<file path="config.mk">
export PLATFORM = sky130hd
export DESIGN_NAME = sram_access_sequencer
export DESIGN_NICKNAME = d
export VERILOG_FILES = /design/src/rtl/mem_pkg.sv /design/src/rtl/wait_counter.sv /design/src/rtl/sram_access_sequencer.sv
export SDC_FILE = /design/constraint.sdc
export NUM_CORES = 1
export LEC_CHECK = 0
export CAP_MARGIN = 20
export CORE_UTILIZATION = 45
export DETAILED_ROUTE_END_ITERATION = 16
export PLACE_DENSITY = 0.78
export SLEW_MARGIN = 20
export SYNTH_ARGS = -nofsm -noshare
export SYNTH_HDL_FRONTEND = slang
export SYNTH_HIERARCHICAL = 1
export SYNTH_SLANG_ARGS = --single-unit
</file>
<file path="constraint.sdc">
create_clock -name clk -period 2.7 [get_ports clk]
set_input_delay 0.405 -clock clk [delete_from_list [all_inputs] [get_ports clk]]
set_output_delay 0.405 -clock clk [all_outputs]
set_load 0.01 [all_outputs]
</file>
<file path="src/rtl/mem_pkg.sv">
// Shared types and constants for the MEM-stage SRAM sequencer.
package mem_pkg;

  typedef enum logic [1:0] {
    IDLE,
    LOW,
    HIGH,
    DONE
  } state_t;

  localparam logic [31:0] DATA_BASE_DEFAULT = 32'd1024;

  localparam logic HALF_LO = 1'b0;
  localparam logic HALF_HI = 1'b1;

endpackage

</file>
<file path="src/rtl/wait_counter.sv">
// Wait-state counter: counts cycles within one half-word access, flags the final one.
module wait_counter #(
  parameter int WAIT_CYCLES = 5
) (
  input  logic clk,
  input  logic rst,
  input  logic clr,
  input  logic en,
  output logic last
);

  logic [3:0] count;

  always_ff @(posedge clk) begin
    if (!rst) begin
      count <= '0;
    end else if (clr) begin
      count <= '0;
    end else if (en) begin
      count <= count + 4'd1;
    end
  end

  assign last = (count == 4'(WAIT_CYCLES - 1));

endmodule

</file>
<file path="src/rtl/sram_access_sequencer.sv">
// Splits each 32-bit load/store into two wait-stated half-word SRAM accesses,
// holding ready low for the whole transfer so the pipeline freezes.
module sram_access_sequencer
  import mem_pkg::*;
#(
  parameter int          WAIT_CYCLES = 5,
  parameter logic [31:0] DATA_BASE   = DATA_BASE_DEFAULT,
  parameter int          SRAM_AW     = 18
) (
  input  logic               clk,
  input  logic               rst,
  input  logic               rd_en,
  input  logic               wr_en,
  input  logic [31:0]        address,
  input  logic [31:0]        write_data,
  output logic [31:0]        read_data,
  output logic               ready,
  output logic [SRAM_AW-1:0] sram_addr,
  output logic [15:0]        sram_dq_out,
  input  logic [15:0]        sram_dq_in,
  output logic               sram_dq_oe,
  output logic               sram_we_n
);

  state_t state, state_nxt;

  logic               req;
  logic               op_wr;
  logic [SRAM_AW-2:0] word_q;
  logic [31:0]        wdata_q;
  logic [31:0]        offset;
  logic               unused_offset;
  logic               in_xfer;
  logic               half;
  logic               cnt_last;
  logic [SRAM_AW-1:0] xfer_addr;
  logic [15:0]        xfer_dq;
  logic [SRAM_AW-1:0] addr_hold;
  logic [15:0]        dq_hold;

  assign req    = rd_en | wr_en;
  assign offset = address - DATA_BASE;
  // Only the word bits that reach the SRAM are kept; byte offset and overflow drop out.
  assign unused_offset = ^{offset[31:SRAM_AW+1], offset[1:0]};

  wait_counter #(
    .WAIT_CYCLES(WAIT_CYCLES)
  ) u_wait_counter (
    .clk (clk),
    .rst (rst),
    .clr (!in_xfer | cnt_last),
    .en  (in_xfer),
    .last(cnt_last)
  );

  always_comb begin
    state_nxt = state;
    ready     = 1'b1;
    in_xfer   = 1'b0;
    half      = HALF_LO;
    case (state)
      IDLE: begin
        if (req) begin
          state_nxt = LOW;
          ready     = 1'b0;
        end
      end
      LOW: begin
        in_xfer = 1'b1;
        ready   = 1'b0;
        if (cnt_last) state_nxt = HIGH;
      end
      HIGH: begin
        in_xfer = 1'b1;
        ready   = 1'b0;
        half    = HALF_HI;
        if (cnt_last) state_nxt = DONE;
      end
      DONE: state_nxt = IDLE;
      default: state_nxt = IDLE;
    endcase
  end

  assign xfer_addr = {word_q, half};
  assign xfer_dq   = (half == HALF_HI) ? wdata_q[31:16] : wdata_q[15:0];

  // Address/data follow the transfer live and otherwise hold the last driven value.
  assign sram_addr   = in_xfer ? xfer_addr : addr_hold;
  assign sram_dq_out = in_xfer ? xfer_dq : dq_hold;
  assign sram_dq_oe  = in_xfer & op_wr;
  assign sram_we_n   = !(in_xfer & op_wr & !cnt_last);

  always_ff @(posedge clk) begin
    if (!rst) begin
      state     <= IDLE;
      op_wr     <= 1'b0;
      word_q    <= '0;
      wdata_q   <= '0;
      read_data <= '0;
      addr_hold <= '0;
      dq_hold   <= '0;
    end else begin
      state <= state_nxt;
      if (state == IDLE && req) begin
        word_q  <= offset[SRAM_AW:2];
        wdata_q <= write_data;
        op_wr   <= wr_en;
      end
      if (in_xfer) begin
        addr_hold <= xfer_addr;
        dq_hold   <= xfer_dq;
        if (!op_wr && cnt_last) begin
          if (half == HALF_HI) read_data[31:16] <= sram_dq_in;
          else                 read_data[15:0]  <= sram_dq_in;
        end
      end
    end
  end

endmodule

</file>
* Word-level counts from Yosys, hierarchy flattened *
Cells that the tools add are included.

storage, ports and cells
  flip-flop bits (word level) = 122
  bits in latches = 0
  RAM bits = 0
  bits in read-only memories = 0
  bits of input ports = 84
  output and inout port bits = 69
  logic and storage cells = 47
  memories kept = 0

cells by class
  $add $sub $neg = 2
  multiply operators = 0
  divide/modulo/power cells = 0
  order comparisons = 0
  equal/unequal tests = 7
  shifts and indexed selects = 0
  mux-type cells = 11
  bitwise gates (word level) = 6
  reduce and logical (&&, ||, !) cells = 12

operators by type and width
  kind                                                 number
  2-to-1 mux 16 bit                                    2
  subtractor 19 x 11 -> 19 bit, second input constant  1
  2-to-1 mux 18 bit                                    1
  AND reduction 3 bit                                  3
  one-hot mux 2 bit (4 select lines)                   1
  2-to-1 mux 2 bit                                     3
  != test 2 bit, second input constant                 3
  adder 4 x 1 -> 4 bit, second input constant          1
  equality test 2 bit, second input constant           2
  equality test 4 x 3 -> 1 bit, second input constant  1
  zero test 1 bit                                      4
  OR reduction 2 bit                                   2
  2-to-1 mux 1 bit                                     3
  bitwise AND 1 bit                                    2
  equality test 2 x 1 -> 1 bit, second input constant  1
  logical AND 1 bit                                    2
  zero test 2 bit                                      1
  NOT 1 bit                                            2
  OR 1 bit                                             2
  one-hot mux 1 bit (2 select lines)                   1

* Depth between registers and ports, before layout *
Gate-level depths: netlist of run 1.

  depth after elaboration = 6
  depth in mapped cells = 8
  depth with buffers taken out = 6

* Hierarchy *
The synthesis of run 1 kept the hierarchy.

by module, submodules not included
  module                 instances  cells each  area each (µm²)  sequential area each (µm²)
  sram_access_sequencer  1          534         4558.1           2362.3
  wait_counter           1          21          211.5            80.1

* Worst setup path after synthesis of run 1 *
Ideal clock, no wire load.

  path type = register to output
  start = register state[0]
  end = output port sram_addr[10]
  arrival = 1.748 ns
  data required time = 2.295 ns
  setup slack = 0.547 ns
  stages on the path, launching flop included = 6
  cells stage by stage = dfxtp_1 > inv_1 > ha_1 > clkbuf_1 > buf_2 > mux2_2

on the way
  longest elaborated chain between the ends = 4

ends and longest elaborated chain
  element                                                              RTL line                      source
  from (decl)                                                          sram_access_sequencer.sv:25   state_t state, state_nxt;
  from (signal assigned)                                               sram_access_sequencer.sv:103  state <= state_nxt;
  equality test 2 bit or equality test 2 x 1 -> 1 bit (tied branches)  sram_access_sequencer.sv:61   case (state)
  OR reduction 2 bit (no source line) *                                -
  2-to-1 mux 1 bit *                                                   sram_access_sequencer.sv:61
  named net in_xfer                                                    sram_access_sequencer.sv:33   logic in_xfer;
  2-to-1 mux 18 bit *                                                  -
  to (decl)                                                            sram_access_sequencer.sv:18   output logic [SRAM_AW-1:0] sram_addr,

Mark *: on every way through the listed nets, which the timed path passes. The rest lies on a longest branch.

* Final worst setup path of run 1 *
  start = register state[1]
  end = output port sram_addr[7]

Same word-level chain as after synthesis.

==> results.cfg, run 1 <==
[run_status]
status = completed

[drt]
wire_per_inst_um = 14.0
dr.pass1.iters = 7
drtIter0Drc = 177
wl_um = 11800
postRouteAntennaNets = 0
drc = 0
routed-via-count = 4218
viasPerCell = 5.02

[timing]
final.period_utilization_pct = 95.1
tns_ps = 0
rsz0062_at_grt = false
tightest_slew_ps = 669
setup_viol = 0
period_needed_ps = 2570
layout_setup_ws_ps = 132
relSlewSlack_pct = 55.2
fin_skew_ps = 6.94
finalMaxSlewViolations = 0
final_hold_viol_count = 0
fmax_ghz = 0.389

[power]
powerDensity_nw_per_um2 = 1130
p_leak_nw = 2.95
vdd_drop_max_mv = 0.618

[critical_path]
crit_family = buffers and inverters
cp_num_buf_inv = 4
max_stage_delay_ps = 350
rr_endpoint = read_data[1]
path_cells = inv_1 > ha_4 > buf_4 > buf_6 > mux2_2 > dlygate4sd2_1
cp-end-kind = output pin
worst_ep_required_time_ps = 2300
cp-start-kind = flip-flop
crit_arrival_ps = 2160
rrSetupSlack_ps = 890
crit_slowest_cell = dfxtp_2
worst_r2r_path_depth = 6
critPathMaxFanout = 9
critPathKind = flip-flop to output pin
r2r_start = u_wait_counter/count[0]

[global_routing]
grt_pass1_vias = 4112
grt.total_usage_pct = 22.1
grt_pass1_wl_um = 19400
antenna_found_initial = 0
grt_overflow = 0
grt_max_degree = 45

[clock_network]
cts_buffers = 17
clkSinkCount = 122
htreeDepth = 4
cts-root-buf = clkbuf_8
clock_path_buffers = 2
cts_tree = yes
clk_pin_slew_ps = 60
clk_latency_ps = 520
ctsHoldBuffers = 0

[placement]
place_ws_ps = 260
hpwl_um = 7900
placedInstanceArea_um2 = 6340
gp_congestion = 0.793
io_buffer_count = 137

[finish]
nets = 782
layout-drive-gt1-share_pct = 11.4
final_common_cell = nand2_1
final_area_um2 = 7070
diodes = 0
area_growth_pct = 48.3
mostFrequentLayoutCells = nand2_1 (146), dfxtp_1 (120), clkdlybuf4s50_1 (101), a21oi_1 (92), and2_1 (35)

[synthesis]
ys_ff_latch = 122
synth_edf_count = 0
async_flop_share_pct = 0
synth_top_cell_area_share_pct = 51.2
synth_cell_types = 38
syn_avg_cell_area_um2 = 8.59
synth_fp_nets = 646
yosys_warnings = 6
ys_seq_area_share_pct = 51.2
synthTopCellsByArea = dfxtp_1 (51%), nand2_1 (11%), a21oi_1 (9.7%)
syn_inst = 555
synth_area_um2 = 4770
yosysTopAreaCell = dfxtp_1
synth_ff_type = dfxtp_1

[flow_run]
drv_cap = 0

[floorplan]
coreArea_um2 = 10300
die_x_um = 105
start_util_pct = 46.4
io_pins = 153
fp.dieH_um = 105
die-area_um2 = 11000
rows = 37

[min_path]
worst_hold_path.endpoint = word_q[7]
min-delay-start = address[9]
hold_depth = 3
hp-class = input pin to flip-flop
per-stage QoR:
step	util [%]	cells	hold slack, ps	power, mW
floorplan	-	555	433	4.12
global placement	61.7	806	439	5.52
detailed placement	61.7	806	447	5.60
finish	68.8	840	433	7.98
global route	68.8	840	426	8.44
CTS	68.1	839	424	8.05
kinds of logic (layout without fill, tap and decap cells):
logic type / after synthesis / after routing / synth area share (%)
adder cells (fa/ha/maj): 7 / 7 / 1.84
flip-flops: 122 / 122 / 51.2
AND/OR/NAND/NOR: 227 / 227 / 21.7
multiplexers: 36 / 36 / 8.03
XOR/XNOR: 3 / 3 / 0.551
buffers and inverters: 43 / 192 / 3.51
AO/OA/AOI/OAI: 117 / 117 / 13.1
where the power goes:
part           internal [mW]  switching, mW
Combinational           1.56           1.62
Clock                   1.65          0.819
Sequential              2.17          0.156
Total                   5.38           2.60
final cells by class:
class	count	area, um^2
Clock buffer	19	442
Clock inverter	13	215
Fill cell	831	3200
Tap cell	136	170
Sequential cell	122	2440
Inverter	7	26.3
Timing Repair Buffer	153	1580
Multi-Input combinational cell	390	2200
synth_stat cells (3+ instances only):
cell type	number
nand2_1	146
dfxtp_1	122
a21oi_1	92
and2_1	35
clkbuf_1	31
nor2_1	22
mux2_2	18
mux2i_1	18
o21ai_0	10
ha_1	7
inv_1	6
nand3b_1	6
a211oi_1	5
buf_2	5
a31oi_1	3
xnor2_1	3
sequential cells by signal (all words and copies together) (netlist names):
signal	flops
read_data	32
word_q	17
state	2
dq_hold	16
wdata_q	32
u_wait_counter/count	4
addr_hold	18
op_wr	1
how the worst max path moves through the flow:
stage	start	endpoint	slack, ps	depth (start not counted)
floorplan	state[0]	sram_addr[10]	550	5
global placement	state[0]	sram_addr[6]	300	5
detailed placement	state[0]	sram_addr[8]	260	5
CTS	state[0]	sram_dq_out[5]	-70	6
global route	state[1]	sram_addr[16]	60	6
finish	state[1]	sram_addr[7]	130	6
what timing repair did:
action,in CTS,in global routing
pin swaps,1,1
resized for setup,21,24
buffers inserted,1,1
endpoints found under the setup margin,37,20
metal layers:
metal  share of wire (%)  wire length, um  GRT usage [%]
met1                  42             4950           25.8
met5                   0                0              0
met3                 7.7              906           7.30
met2                  49             5770           37.9
met4                 1.3              150           7.34
worst register-to-register path, delay by kind of cell (launching register included):
kind / cells / cell delay, ps
simple gates: 3 / 900
fa+ha+maj: 1 / 190
buf+inv: 1 / 70
compound gates: 1 / 180
flops: 1 / 400
(Power assumes the default switching activity.)
==> run 2: changes to the inputs <==
- HOLD_SLACK_MARGIN: unset -> 0.08
==> results of run 2 <==
Final layout, timing and power as in run 1 (identical DEF).
